$ cat config.mk
export PLATFORM = sky130hd
export DESIGN_NAME = alu_apb_regfile
export DESIGN_NICKNAME = d
export VERILOG_FILES = /design/src/rtl/alu_apb_regfile.sv
export SDC_FILE = /design/constraint.sdc
export NUM_CORES = 1
export LEC_CHECK = 0
export ABC_AREA = 1
export CAP_MARGIN = 20
export CORE_ASPECT_RATIO = 2
export CORE_MARGIN = 2
export CORE_UTILIZATION = 42
export CTS_BUF_LIST = sky130_fd_sc_hd__clkbuf_16
export DETAILED_ROUTE_END_ITERATION = 10
export GPL_TIMING_DRIVEN = 1
export MAX_ROUTING_LAYER = met4
export PLACE_DENSITY = 0.81
export SYNTH_ARGS = -nofsm -noshare
export SYNTH_HDL_FRONTEND = slang
export SYNTH_SLANG_ARGS = --single-unit
$ cat constraint.sdc
create_clock -name clk -period 2.2 [get_ports clk]
set_input_delay 0.33 -clock clk [delete_from_list [all_inputs] [get_ports clk]]
set_output_delay 0.33 -clock clk [all_outputs]
set_load 0.03 [all_outputs]
$ cat src/rtl/alu_apb_regfile.sv
// APB4 slave register file for the ALU: RW operand/opcode/control registers,
// read-only hardware-fed status registers, byte strobes, wait states and pslverr.
module alu_apb_regfile #(
  parameter int unsigned         DATA_W      = 32,
  parameter int unsigned         ADDR_W      = 32,
  parameter int unsigned         NUM_REGS    = 4,
  parameter logic [ADDR_W-1:0]   BASE_ADDR   = 32'h0000_0010,
  parameter int unsigned         WAIT_STATES = 0,
  parameter logic [NUM_REGS-1:0] RO_MASK     = '0
) (
  input  logic                         clk,
  input  logic                         reset_n,
  input  logic                         psel,
  input  logic                         penable,
  input  logic [ADDR_W-1:0]            paddr,
  input  logic                         pwrite,
  input  logic [DATA_W-1:0]            pwdata,
  input  logic [DATA_W/8-1:0]          pstrb,
  output logic [DATA_W-1:0]            prdata,
  output logic                         pready,
  output logic                         pslverr,
  output logic [NUM_REGS*DATA_W-1:0]   regs_o,
  input  logic [NUM_REGS*DATA_W-1:0]   ro_data_i,
  output logic [NUM_REGS-1:0]          wr_pulse_o
);

  localparam int unsigned       STRB_W = DATA_W / 8;
  localparam int unsigned       IDX_W  = (NUM_REGS > 1) ? $clog2(NUM_REGS) : 1;
  localparam logic [ADDR_W-1:0] SPAN   = ADDR_W'(4 * NUM_REGS);
  localparam logic [3:0]        WS     = 4'(WAIT_STATES);

  typedef enum logic [1:0] {
    S_IDLE = 2'd0,
    S_WAIT = 2'd1,
    S_RESP = 2'd2
  } state_t;

  state_t                            state_q, state_d;
  logic [3:0]                        cnt_q, cnt_d;
  logic [IDX_W-1:0]                  idx_q, idx_d;
  logic                              err_q, err_d;
  logic                              wr_q, wr_d;
  logic                              pready_q, pready_d;
  logic                              pslverr_q, pslverr_d;
  logic [DATA_W-1:0]                 prdata_q, prdata_d;
  logic [NUM_REGS-1:0][DATA_W-1:0]   regs_q, regs_d;
  logic [NUM_REGS-1:0]               pulse_q, pulse_d;

  logic [ADDR_W-1:0] offs_s;
  logic [IDX_W-1:0]  dec_idx_s;
  logic              dec_err_s;
  logic              acc_err_s;
  logic [IDX_W-1:0]  ld_idx_s;
  logic              ld_err_s;
  logic              ld_wr_s;
  logic              ld_s;
  logic [DATA_W-1:0] rd_val_s;

  // Address decode of the setup-phase address.
  always_comb begin
    offs_s    = paddr - BASE_ADDR;
    dec_idx_s = offs_s[IDX_W+1:2];
    dec_err_s = (paddr < BASE_ADDR) || (offs_s >= SPAN) || (paddr[1:0] != 2'b00);
    if (dec_err_s) begin
      acc_err_s = 1'b1;
    end else begin
      acc_err_s = pwrite && RO_MASK[dec_idx_s];
    end
  end

  // Response data is loaded either straight from setup (no wait states) or from the latched access.
  always_comb begin
    if (state_q == S_IDLE) begin
      ld_idx_s = dec_idx_s;
      ld_err_s = acc_err_s;
      ld_wr_s  = pwrite;
    end else begin
      ld_idx_s = idx_q;
      ld_err_s = err_q;
      ld_wr_s  = wr_q;
    end
    rd_val_s = '0;
    for (int i = 0; i < NUM_REGS; i++) begin
      if (ld_idx_s == IDX_W'(i)) begin
        rd_val_s = RO_MASK[i] ? ro_data_i[i*DATA_W +: DATA_W] : regs_q[i];
      end else begin
        rd_val_s = rd_val_s;
      end
    end
  end

  // Transfer FSM, response load and write commit.
  always_comb begin
    state_d   = state_q;
    cnt_d     = cnt_q;
    idx_d     = idx_q;
    err_d     = err_q;
    wr_d      = wr_q;
    regs_d    = regs_q;
    pulse_d   = '0;
    ld_s      = 1'b0;
    pready_d  = 1'b0;
    pslverr_d = 1'b0;
    prdata_d  = '0;
    case (state_q)
      S_IDLE: begin
        if (psel && !penable) begin
          idx_d = dec_idx_s;
          err_d = acc_err_s;
          wr_d  = pwrite;
          if (WS == 4'd0) begin
            ld_s    = 1'b1;
            state_d = S_RESP;
          end else begin
            cnt_d   = 4'd1;
            state_d = S_WAIT;
          end
        end else begin
          state_d = S_IDLE;
        end
      end
      S_WAIT: begin
        if (!psel) begin
          cnt_d   = 4'd0;
          state_d = S_IDLE;
        end else if (penable) begin
          if (cnt_q == WS) begin
            cnt_d   = 4'd0;
            ld_s    = 1'b1;
            state_d = S_RESP;
          end else begin
            cnt_d = cnt_q + 4'd1;
          end
        end else begin
          state_d = S_WAIT;
        end
      end
      S_RESP: begin
        state_d = S_IDLE;
        // Dropping psel during the response cycle abandons the write.
        if (psel && wr_q && !err_q) begin
          for (int i = 0; i < NUM_REGS; i++) begin
            if (idx_q == IDX_W'(i)) begin
              for (int b = 0; b < STRB_W; b++) begin
                if (pstrb[b]) begin
                  regs_d[i][b*8 +: 8] = pwdata[b*8 +: 8];
                end else begin
                  regs_d[i][b*8 +: 8] = regs_q[i][b*8 +: 8];
                end
              end
              pulse_d[i] = |pstrb;
            end else begin
              pulse_d[i] = 1'b0;
            end
          end
        end else begin
          pulse_d = '0;
        end
      end
      default: begin
        state_d = S_IDLE;
      end
    endcase
    if (ld_s) begin
      pready_d  = 1'b1;
      pslverr_d = ld_err_s;
      prdata_d  = (ld_err_s || ld_wr_s) ? '0 : rd_val_s;
    end else begin
      pready_d  = 1'b0;
      pslverr_d = 1'b0;
      prdata_d  = '0;
    end
  end

  // State and output registers.
  always_ff @(posedge clk or negedge reset_n) begin
    if (!reset_n) begin
      state_q   <= S_IDLE;
      cnt_q     <= 4'd0;
      idx_q     <= '0;
      err_q     <= 1'b0;
      wr_q      <= 1'b0;
      pready_q  <= 1'b0;
      pslverr_q <= 1'b0;
      prdata_q  <= '0;
      regs_q    <= '0;
      pulse_q   <= '0;
    end else begin
      state_q   <= state_d;
      cnt_q     <= cnt_d;
      idx_q     <= idx_d;
      err_q     <= err_d;
      wr_q      <= wr_d;
      pready_q  <= pready_d;
      pslverr_q <= pslverr_d;
      prdata_q  <= prdata_d;
      regs_q    <= regs_d;
      pulse_q   <= pulse_d;
    end
  end

  assign pready     = pready_q;
  assign pslverr    = pslverr_q;
  assign prdata     = prdata_q;
  assign regs_o     = regs_q;
  assign wr_pulse_o = pulse_q;

endmodule

### After elaboration in Yosys (flattened, before gate mapping)

Cells that the tools add are included.

| operators by class | value |
|---|---|
| add/subtract/negate cells | 2 |
| $lt $le $gt $ge | 3 |
| equal/unequal tests | 10 |
| reductions and logical operators | 33 |
| muxes and demuxes | 33 |

Operators by type and width:

| kind | number |
|---|---|
| $mux 32 | 6 |
| $reduce_and 4->1 | 16 |
| $ge 32x5->1 const B | 1 |
| $lt 32x5->1 const B | 1 |
| $sub 32x5->32 const B | 1 |
| $mux 4 | 5 |
| $mux 1 | 14 |
| $eq 2x2->1 const B | 5 |
| $mux 2 | 5 |
| $eq 2x1->1 const B | 3 |
| $logic_not 2->1 | 3 |
| $add 4x1->4 const B | 1 |
| $logic_and 1x1->1 | 4 |
| $logic_not 4->1 | 1 |
| $ne 4x4->1 const B | 1 |
| $pmux 2 s2 | 1 |
| $reduce_and 2->1 | 2 |
| $reduce_or 4->1 | 1 |
| $logic_or 1x1->1 | 3 |
| $lt 2x3->1 const B | 1 |
| $bmux 1 s2 | 1 |
| $logic_not 1->1 | 2 |
| $ne 2x1->1 const B | 1 |
| $pmux 1 s2 | 1 |
| $reduce_bool 2->1 | 1 |

| word-level totals | value |
|---|---|
| word-level logic and storage cells | 106 |
| input bits | 201 |
| output and inout bits | 166 |
| flip-flop bits (word level) | 176 |

### Logic depth before layout (Yosys ltp)

Gate-level depths: netlist of the first run.

| logic depth | value |
|---|---|
| word-level depth | 9 |
| depth in mapped cells | 15 |
| gate-level depth less buffers | 14 |

### Least setup slack after synthesis of the first run

OpenSTA, ideal clock, no wires.

| timing | value |
|---|---|
| path type | register to register |
| from | register state_q[0] |
| to | register prdata_q[10], in the netlist prdata[10] |
| cell stages (with the launch flop) | 12 |
| arrival time | 1710 ps |
| setup time | 122 ps |
| required time | 2078 ps |
| slack | 368 ps |
| buffers on the path | 2 |
| clock period less this slack | 1832 ps |
| cells stage by stage | dfrtp_1 nor2_4 inv_2 or2_1 o21ai_4 nor2_2 buf_6 buf_2 a21oi_1 o21ai_1 o211ai_1 nor2_2 |

| between the ends | value |
|---|---|
| longest elaborated chain between the ends | 9 |
| elaborated cells between the ends (all ways) | 17 |
| those cells by class | eq/ne (4); mux (10); reduce/logical (3) |

RTL lines:

| what | line | text |
|---|---|---|
| start, declared | 38 | `state_t state_q, state_d;` |
| start signal, assigned | 189 | `state_q <= state_d;` |
| $logic_not 2->1 | 73, 105 |  |
| $mux 2 | 73 | `if (state_q == S_IDLE) begin` |
| $logic_not 2->1 | 84 | `if (ld_idx_s == IDX_W'(i)) begin` |
| $mux 32 (4 in series) | 84 |  |
| $mux 32 | 167 | `prdata_d = (ld_err_s \|\| ld_wr_s) ? '0 : rd_val_s;` |
| $mux 32 * | 164 | `if (ld_s) begin` |
| net prdata_d[10] | 45 | `logic [DATA_W-1:0] prdata_q, prdata_d;` |
| end signal, assigned | 196 | `prdata_q <= prdata_d;` |
| end, declared | 45 |  |

Mark *: on every way through the listed nets, which the timed path passes. The rest lies on a longest branch.
A chain may end at the register's enable or synchronous reset.

### Worst setup path after layout of the first run

| timing | value |
|---|---|
| from | input paddr[21] |
| to | register prdata_q[14], in the netlist prdata[14] |

| between the ends | value |
|---|---|
| longest elaborated chain between the ends | 9 |
| elaborated cells between the ends (all ways) | 10 |
| those cells by class | add/sub (1); order compare (2); mux (4); reduce/logical (3) |

RTL lines:

| what | line | text |
|---|---|---|
| start, declared | 15 | `input logic [ADDR_W-1:0] paddr,` |
| $sub 32x5->32 | 61 | `offs_s = paddr - BASE_ADDR;` |
| $ge 32x5->1 | 63 | `dec_err_s = (paddr < BASE_ADDR) \|\| (offs_s >= SPAN) \|\| (paddr[1:0] != 2'b00);` |
| $logic_or 1x1->1 * (2 in series) | 63 |  |
| $mux 1 * | 64 | `if (dec_err_s) begin` |
| $mux 1 * | 73 |  |
| $logic_or 1x1->1 * | 167 |  |
| $mux 32 * | 167 |  |
| $mux 32 * | 164 |  |
| net prdata_d[14] | 45 |  |

Marks and branches as above.

==> flow_summary.ini, run 1 <==
[setup_path]
critical_path.reg2reg.startpoint = state_q[0]
setup.worst_path.end = prdata[14]
critical_path.reg2reg.endpoint = prdata[21]
path_max_fanout = 21
setup.worst_path.class = input port to flop
cp_data_required_time_ns = 2.56
worstPathArrival_ns = 2.46
end_kind = flop
worst-r2r-cell-count = 9
critical_path_cell_with_the_highest_stage_delay = clkdlybuf4s50_1
critical_path.startpoint_type = input port
critPathMaxStageDelay_ns = 0.52
timing.critical_path.from = paddr[21]
ordered_list_of_cells_on_the_worst_path = clkdlybuf4s50_1, nor2_1, nand2_1, nor2_1, nand3_4, nand2_1, nand2_1, inv_1, nand2_1, nor2_2, nand4_1, nand2_2, nand2_4, buf_12, nor2_1
critical-path-top-cell-by-count = nand2_1
r2r_setup_slack_ns = 0.18

[sta]
finalHoldViolations = 0
skew_ns = 0.009483
final_min_period_over_clock_period_pct = 95.30
max_freq_mhz = 477.0
min_period_ns = 2.097
max_slew.worst_pin.slew_ns = 0.5798
maxSlewHeadroom_pct = 61.20
slew_viol_final = 0
setup_viol = 0
worst_hold_slack_ns = 0.3657

[routing]
finalWirelength_um = 26880
ant_nets = 0
wl_per_cell_um = 17.86
vias = 7877
drc = 0
routed_via_density = 5.234
drt_iter0_drc = 514
drt_pass1_iterations = 7

[floorplanning]
floorplan.rows = 71
fp.dieH_um = 200.3
die_area_um2 = 20460
io-pin-count = 367
initial_utilization_pct = 42.98
die_width_um = 102.2
fp.coreArea_um2 = 18830

[placed_design]
placed_cells_incl_taps = 1471
post_dp_cell_area_um2 = 11220
final_estimated_routing_congestion_in_global_placement = 0.9041
place.detailed.hpwl_um = 20120
port-buffer-count = 238

[logic_synthesis]
synth.area.mux_share_pct = 0
yosysWarningCount = 0
synth_xor_area_share_pct = 0.4328
synth_top_family_by_area = simple AND/OR/NAND/NOR gates
synth_compound_area_share_pct = 16.42
average_cell_area_after_synthesis_um2 = 8.511
netlist_instances = 951
yosys.cell_types.count = 38
synth_area_leaders = dfrtp_1, nand2_1, o21ai_0, nor2_1, inv_1
synth.cell_area_um2 = 8094
ys_seq_elements = 176
yosys.area_share.adder_pct = 0.3092
number_of_nets_produced_by_synthesis = 1154
synth.yosys.seq_area_share_pct = 54.41
synthSimpleGateAreaFrac_pct = 22.72
synth_top_cell_by_area = dfrtp_1
synth.top_cell.area_share_pct = 54.41

[grt]
number_of_antenna_violations_at_the_first_check_in_global_routing = 1
largest_net_degree_at_the_start_of_global_routing = 53
grt_first_pass_wirelength_um = 42110
grt_pass1_vias = 8084
groute.usage.overall_pct = 27.74
globalRoute.totalOverflow = 0

[worst_hold_path]
min_path_type = input port to asynchronous set/reset pin

[pwr]
switchingPower_mw = 1.943
power.share.switching_pct = 26.58
static-leakage-power_nw = 5.197
power.density_nw_per_um2 = 615.9
share_of_total_power_in_the_clock_network_pct = 41.2
seq_power_share_pct = 45.4
power.combinational.fraction_pct = 13.4
design_power_total_mw = 7.311
power.internal_mw = 5.368
ir_drop_mv = 0.4365

[finish]
mostFrequentLayoutCells = nand2_1, clkdlybuf4s50_1, dfrtp_1
final_layout_size_suffix_gt1_share_pct = 12.81
filler_cell_count = 1574
finalNonFillerCells = 1505
final_common_cell = nand2_1
num-nets-final = 1439
post-route-cell-area_um2 = 11870
area_delta_synth_final_pct = 46.65

[flow_run]
cap_violations = 0

[cts]
cts.clk_slew.worst_paths_ns = 0.06
clock_latency_ns = 0.43
clock_tree_from_tritoncts = done
cts_made_buffers = 17
cts_setup_buffers = 0
ctsRootBufferMaster = clkbuf_16
max_buffers_root_to_sink = 2
cts-htree-levels = 4
clock_sinks = 176

[run_status]
status = finished clean
## worst max-delay path, delay by kind of cell
kind | cells | cell delay [ns]
AND/OR/NAND/NOR | 12 | 1.36
buffers and inverters | 3 | 0.75
## how the worst min path moves through the flow
stage,startpoint,to,slack [ns],cells after the start
after floorplan,reset_n,cnt_q[0],0.03,0
after global placement,reset_n,pslverr,0.26,1
after detailed placement,reset_n,pslverr,0.26,1
after CTS,reset_n,pslverr,0.38,2
after global routing,reset_n,pslverr,0.41,2
final,reset_n,pslverr,0.37,2
## what timing repair did
action | CTS | global route
endpoints found under the setup margin | 0 | 33
hold buffers | 1 | 0
endpoints found under the hold margin | 32 | 0
gates resized for setup | 0 | 16
## routing by layer
metal	wire (µm)	track usage, %	vias up
met3	1510	4.920	100
met4	1676	17.24	0
met2	14650	48.45	367
met5	0	-	-
li1	-	-	3698
met1	9041	27.59	3712
## power groups by stage
stage	Sequential (mW)	Combinational (mW)	Clock, mW
2_1_floorplan	3.43	0.394	0
5_1_grt	3.32	1.07	3.16
3_3_place_gp	3.38	0.958	0
3_5_place_dp	3.38	0.970	0
4_1_cts	3.32	0.977	3.04
6_report	3.32	0.980	3.01
## sequential cells by signal, indices dropped and copies added, names as in the netlist
register    flops
cnt_q           4
err_q           1
idx_q           2
prdata         32
pready          1
pslverr         1
regs_o        128
state_q         2
wr_pulse_o      4
wr_q            1
## synthesized netlist by cell type
| cell type | count |
|---|---|
| a21oi_1 | 17 |
| a41o_1 | 1 |
| and2_1 | 2 |
| buf_2 | 7 |
| buf_4 | 1 |
| buf_6 | 6 |
| clkbuf_1 | 23 |
| clkinv_2 | 1 |
| dfrtp_1 | 176 |
| ha_1 | 2 |
| inv_1 | 65 |
| inv_2 | 2 |
| inv_6 | 1 |
| nand2_1 | 243 |
| nand2_2 | 5 |
| nand2_4 | 1 |
| nand3_1 | 13 |
| nand3_2 | 3 |
| nand3b_1 | 1 |
| nand4_1 | 7 |
| nor2_1 | 91 |
| nor2_2 | 31 |
| nor2_4 | 5 |
| nor2_8 | 1 |
| nor3_1 | 14 |
| nor4_1 | 4 |
| o211ai_1 | 18 |
| o21ai_0 | 163 |
| o21ai_1 | 20 |
| o21ai_2 | 1 |
| o21ai_4 | 2 |
| o221ai_1 | 14 |
| o22ai_1 | 3 |
| or2_0 | 1 |
| or2_1 | 1 |
| or2_2 | 1 |
| xnor2_1 | 1 |
| xor2_1 | 3 |
## through the flow
step                setup TNS (ns)  utilization [%]  setup WS [ns]
global route            -0.0002951            63.03     -0.0002951
CTS                              0            62.74        0.04461
global placement            -10.71            59.57        -0.3589
finish                           0            63.03         0.1035
detailed placement          -11.89            59.57        -0.3938
floorplan                        0                -         0.3675
## cell type report
cell class	count	area (µm²)	area share, %
diodes	1	2.502	0.02108
well taps	255	319.1	2.688
clock buffers	17	425.4	3.584
clock inverters	15	161.4	1.360
flip-flops and latches	176	4404	37.10
inverters	69	265.3	2.235
multi-input cells	669	3288	27.70
repair buffers	303	3004	25.31
## kinds of logic after synthesis
kind of cell | count (synthesis)
xor gates and xnor gates | 4
buffers and inverters | 106
and+or+nand+nor | 424
AOI/OAI and AO/OA | 239
adders and majority gates | 2
DFF | 176
Power figures use the tool's default switching activity.
==> run 2: changes to the inputs <==
Settings changed: GPL_TIMING_DRIVEN 1 to 0.
==> flow_summary.ini, run 2 (synthesis results as in run 1) <==
[setup_path]
worstPathArrival_ns = 2.52
critical_path.startpoint_type = flop
setup.worst_path.class = flop to flop
end_kind = flop
critical_path.reg2reg.startpoint = state_q[1]
path_max_fanout = 10
critical_path.reg2reg.endpoint = prdata[17]
worst-r2r-cell-count = 11
cp_data_required_time_ns = 2.53
r2r_setup_slack_ns = 0.007

[floorplanning]
die_area_um2 = 20460
fp.dieH_um = 200.3
floorplan.rows = 71
die_width_um = 102.2
io-pin-count = 367
initial_utilization_pct = 42.98
fp.coreArea_um2 = 18830

[cts]
clock_latency_ns = 0.44
cts_made_buffers = 17
clock_tree_from_tritoncts = done
max_buffers_root_to_sink = 2
ctsRootBufferMaster = clkbuf_16
clock_sinks = 176
cts-htree-levels = 4
cts.clk_slew.worst_paths_ns = 0.07

[sta]
final_min_period_over_clock_period_pct = 99.69
maxSlewHeadroom_pct = 55.67
slew_viol_final = 0
unrepaired_setup_endpoints_after_global_routing = yes
min_period_ns = 2.193
skew_ns = 0.008208
setup_tns_ns = 0
worst_hold_slack_ns = 0.3945
timing.final.ws_setup_ns = 0.006804
finalHoldViolations = 0
max_freq_mhz = 456.0
setup_viol = 0
max_slew.worst_pin.slew_ns = 0.6650

[flow_run]
cap_violations = 0

[worst_hold_path]
min_path_type = input port to asynchronous set/reset pin

[routing]
ant_nets = 0
finalWirelength_um = 28870
routed_via_density = 5.451
drt_iter0_drc = 573
drt_pass1_iterations = 5
wl_per_cell_um = 19.29
drc = 0
vias = 8160

[finish]
num-nets-final = 1432
final_common_cell = nand2_1
final_layout_size_suffix_gt1_share_pct = 12.80
largest_register_ff_count = 128
diodes = 0
mostFrequentLayoutCells = nand2_1, clkdlybuf4s50_1, dfrtp_1
area_delta_synth_final_pct = 47.63
fin_util_pct = 63.45
post-route-cell-area_um2 = 11950
filler_cell_count = 1600
finalNonFillerCells = 1497

[pwr]
design_power_total_mw = 7.817
power.density_nw_per_um2 = 654.2
static-leakage-power_nw = 5.293
ir_drop_mv = 0.4643

[placed_design]
placed_cells_incl_taps = 1445
pre_cts_ws_ns = -0.6228
final_estimated_routing_congestion_in_global_placement = 0.9240
place.detailed.hpwl_um = 21210
port-buffer-count = 238
post_dp_cell_area_um2 = 10830

[grt]
largest_net_degree_at_the_start_of_global_routing = 120
globalRoute.totalOverflow = 0
grt_first_pass_wirelength_um = 43430
groute.usage.overall_pct = 28.72
grt_pass1_vias = 7986
number_of_antenna_violations_at_the_first_check_in_global_routing = 0

[run_status]
status = finished clean
==> run 2: layout make-up <==
| type | instances | area (µm²) | area share (%) |
|---|---|---|---|
| clock buffer | 17 | 425.4 | 3.560 |
| timing repair buffer | 259 | 2656 | 22.23 |
| clock inverter | 15 | 252.7 | 2.115 |
| sequential | 176 | 4404 | 36.86 |
| tap | 255 | 319.1 | 2.670 |
| buffer | 37 | 246.5 | 2.063 |
| inverter | 69 | 269.0 | 2.251 |
| multi-input combinational | 669 | 3376 | 28.25 |
==> run 2: how the worst max path moves through the flow <==
stage                     slack [ns]          to        from  cells after the start
after floorplan                 0.37  prdata[10]  state_q[0]                     11
after global placement         -6.27   prdata[7]     reset_n                      1
after detailed placement       -0.62  prdata[29]        psel                     10
after CTS                      -0.14  regs_o[77]  state_q[0]                      6
after global routing           -0.07   regs_o[6]  state_q[0]                      7
final                          0.007  prdata[17]  state_q[1]                     11
==> run 2: where the power goes <==
part | internal [mW] | switching, mW | total, mW
Sequential | 3.28 | 0.0457 | 3.32
Clock | 2.15 | 1.34 | 3.48
Combinational | 0.394 | 0.615 | 1.01
Total | 5.82 | 2.00 | 7.82
==> run 2: worst max-delay path, stage by stage (launching register included) <==
cell and delay (ns):
dfrtp_1 0.42, nor2_4 0.21, inv_4 0.08, or2_4 0.25
o21ai_4 0.11, buf_12 0.16, nand2_4 0.07, buf_2 0.21
o221ai_1 0.28, nand2_1 0.13, nand2_1 0.09, nor2_2 0.04
==> run 2: timing repair <==
item | in CTS | in global routing
hold buffers | 1 | 0
endpoints found under the hold margin | 57 | 0
gates resized for setup | 13 | 71
cloned | 0 | 2
pin swaps | 0 | 22
buffers inserted | 0 | 17
setup endpoints to repair | 147 | 97
==> run 2: metal layers <==
| metal | routed length [µm] | vias up | GRT usage, % | share of wire, % |
|---|---|---|---|---|
| met5 | 0 | - | - | 0 |
| met4 | 1944 | 0 | 16.67 | 6.7 |
| met3 | 1688 | 110 | 4.815 | 5.8 |
| met2 | 15530 | 435 | 49.48 | 54 |
| met1 | 9711 | 3910 | 29.98 | 34 |
| li1 | - | 3705 | - | - |
==> run 3: changes to the inputs <==
Settings changed: CTS_CLUSTER_DIAMETER set to 100.
==> results of run 3 <==
Same layout as run 2: the final DEF is identical, and so are final timing and power.
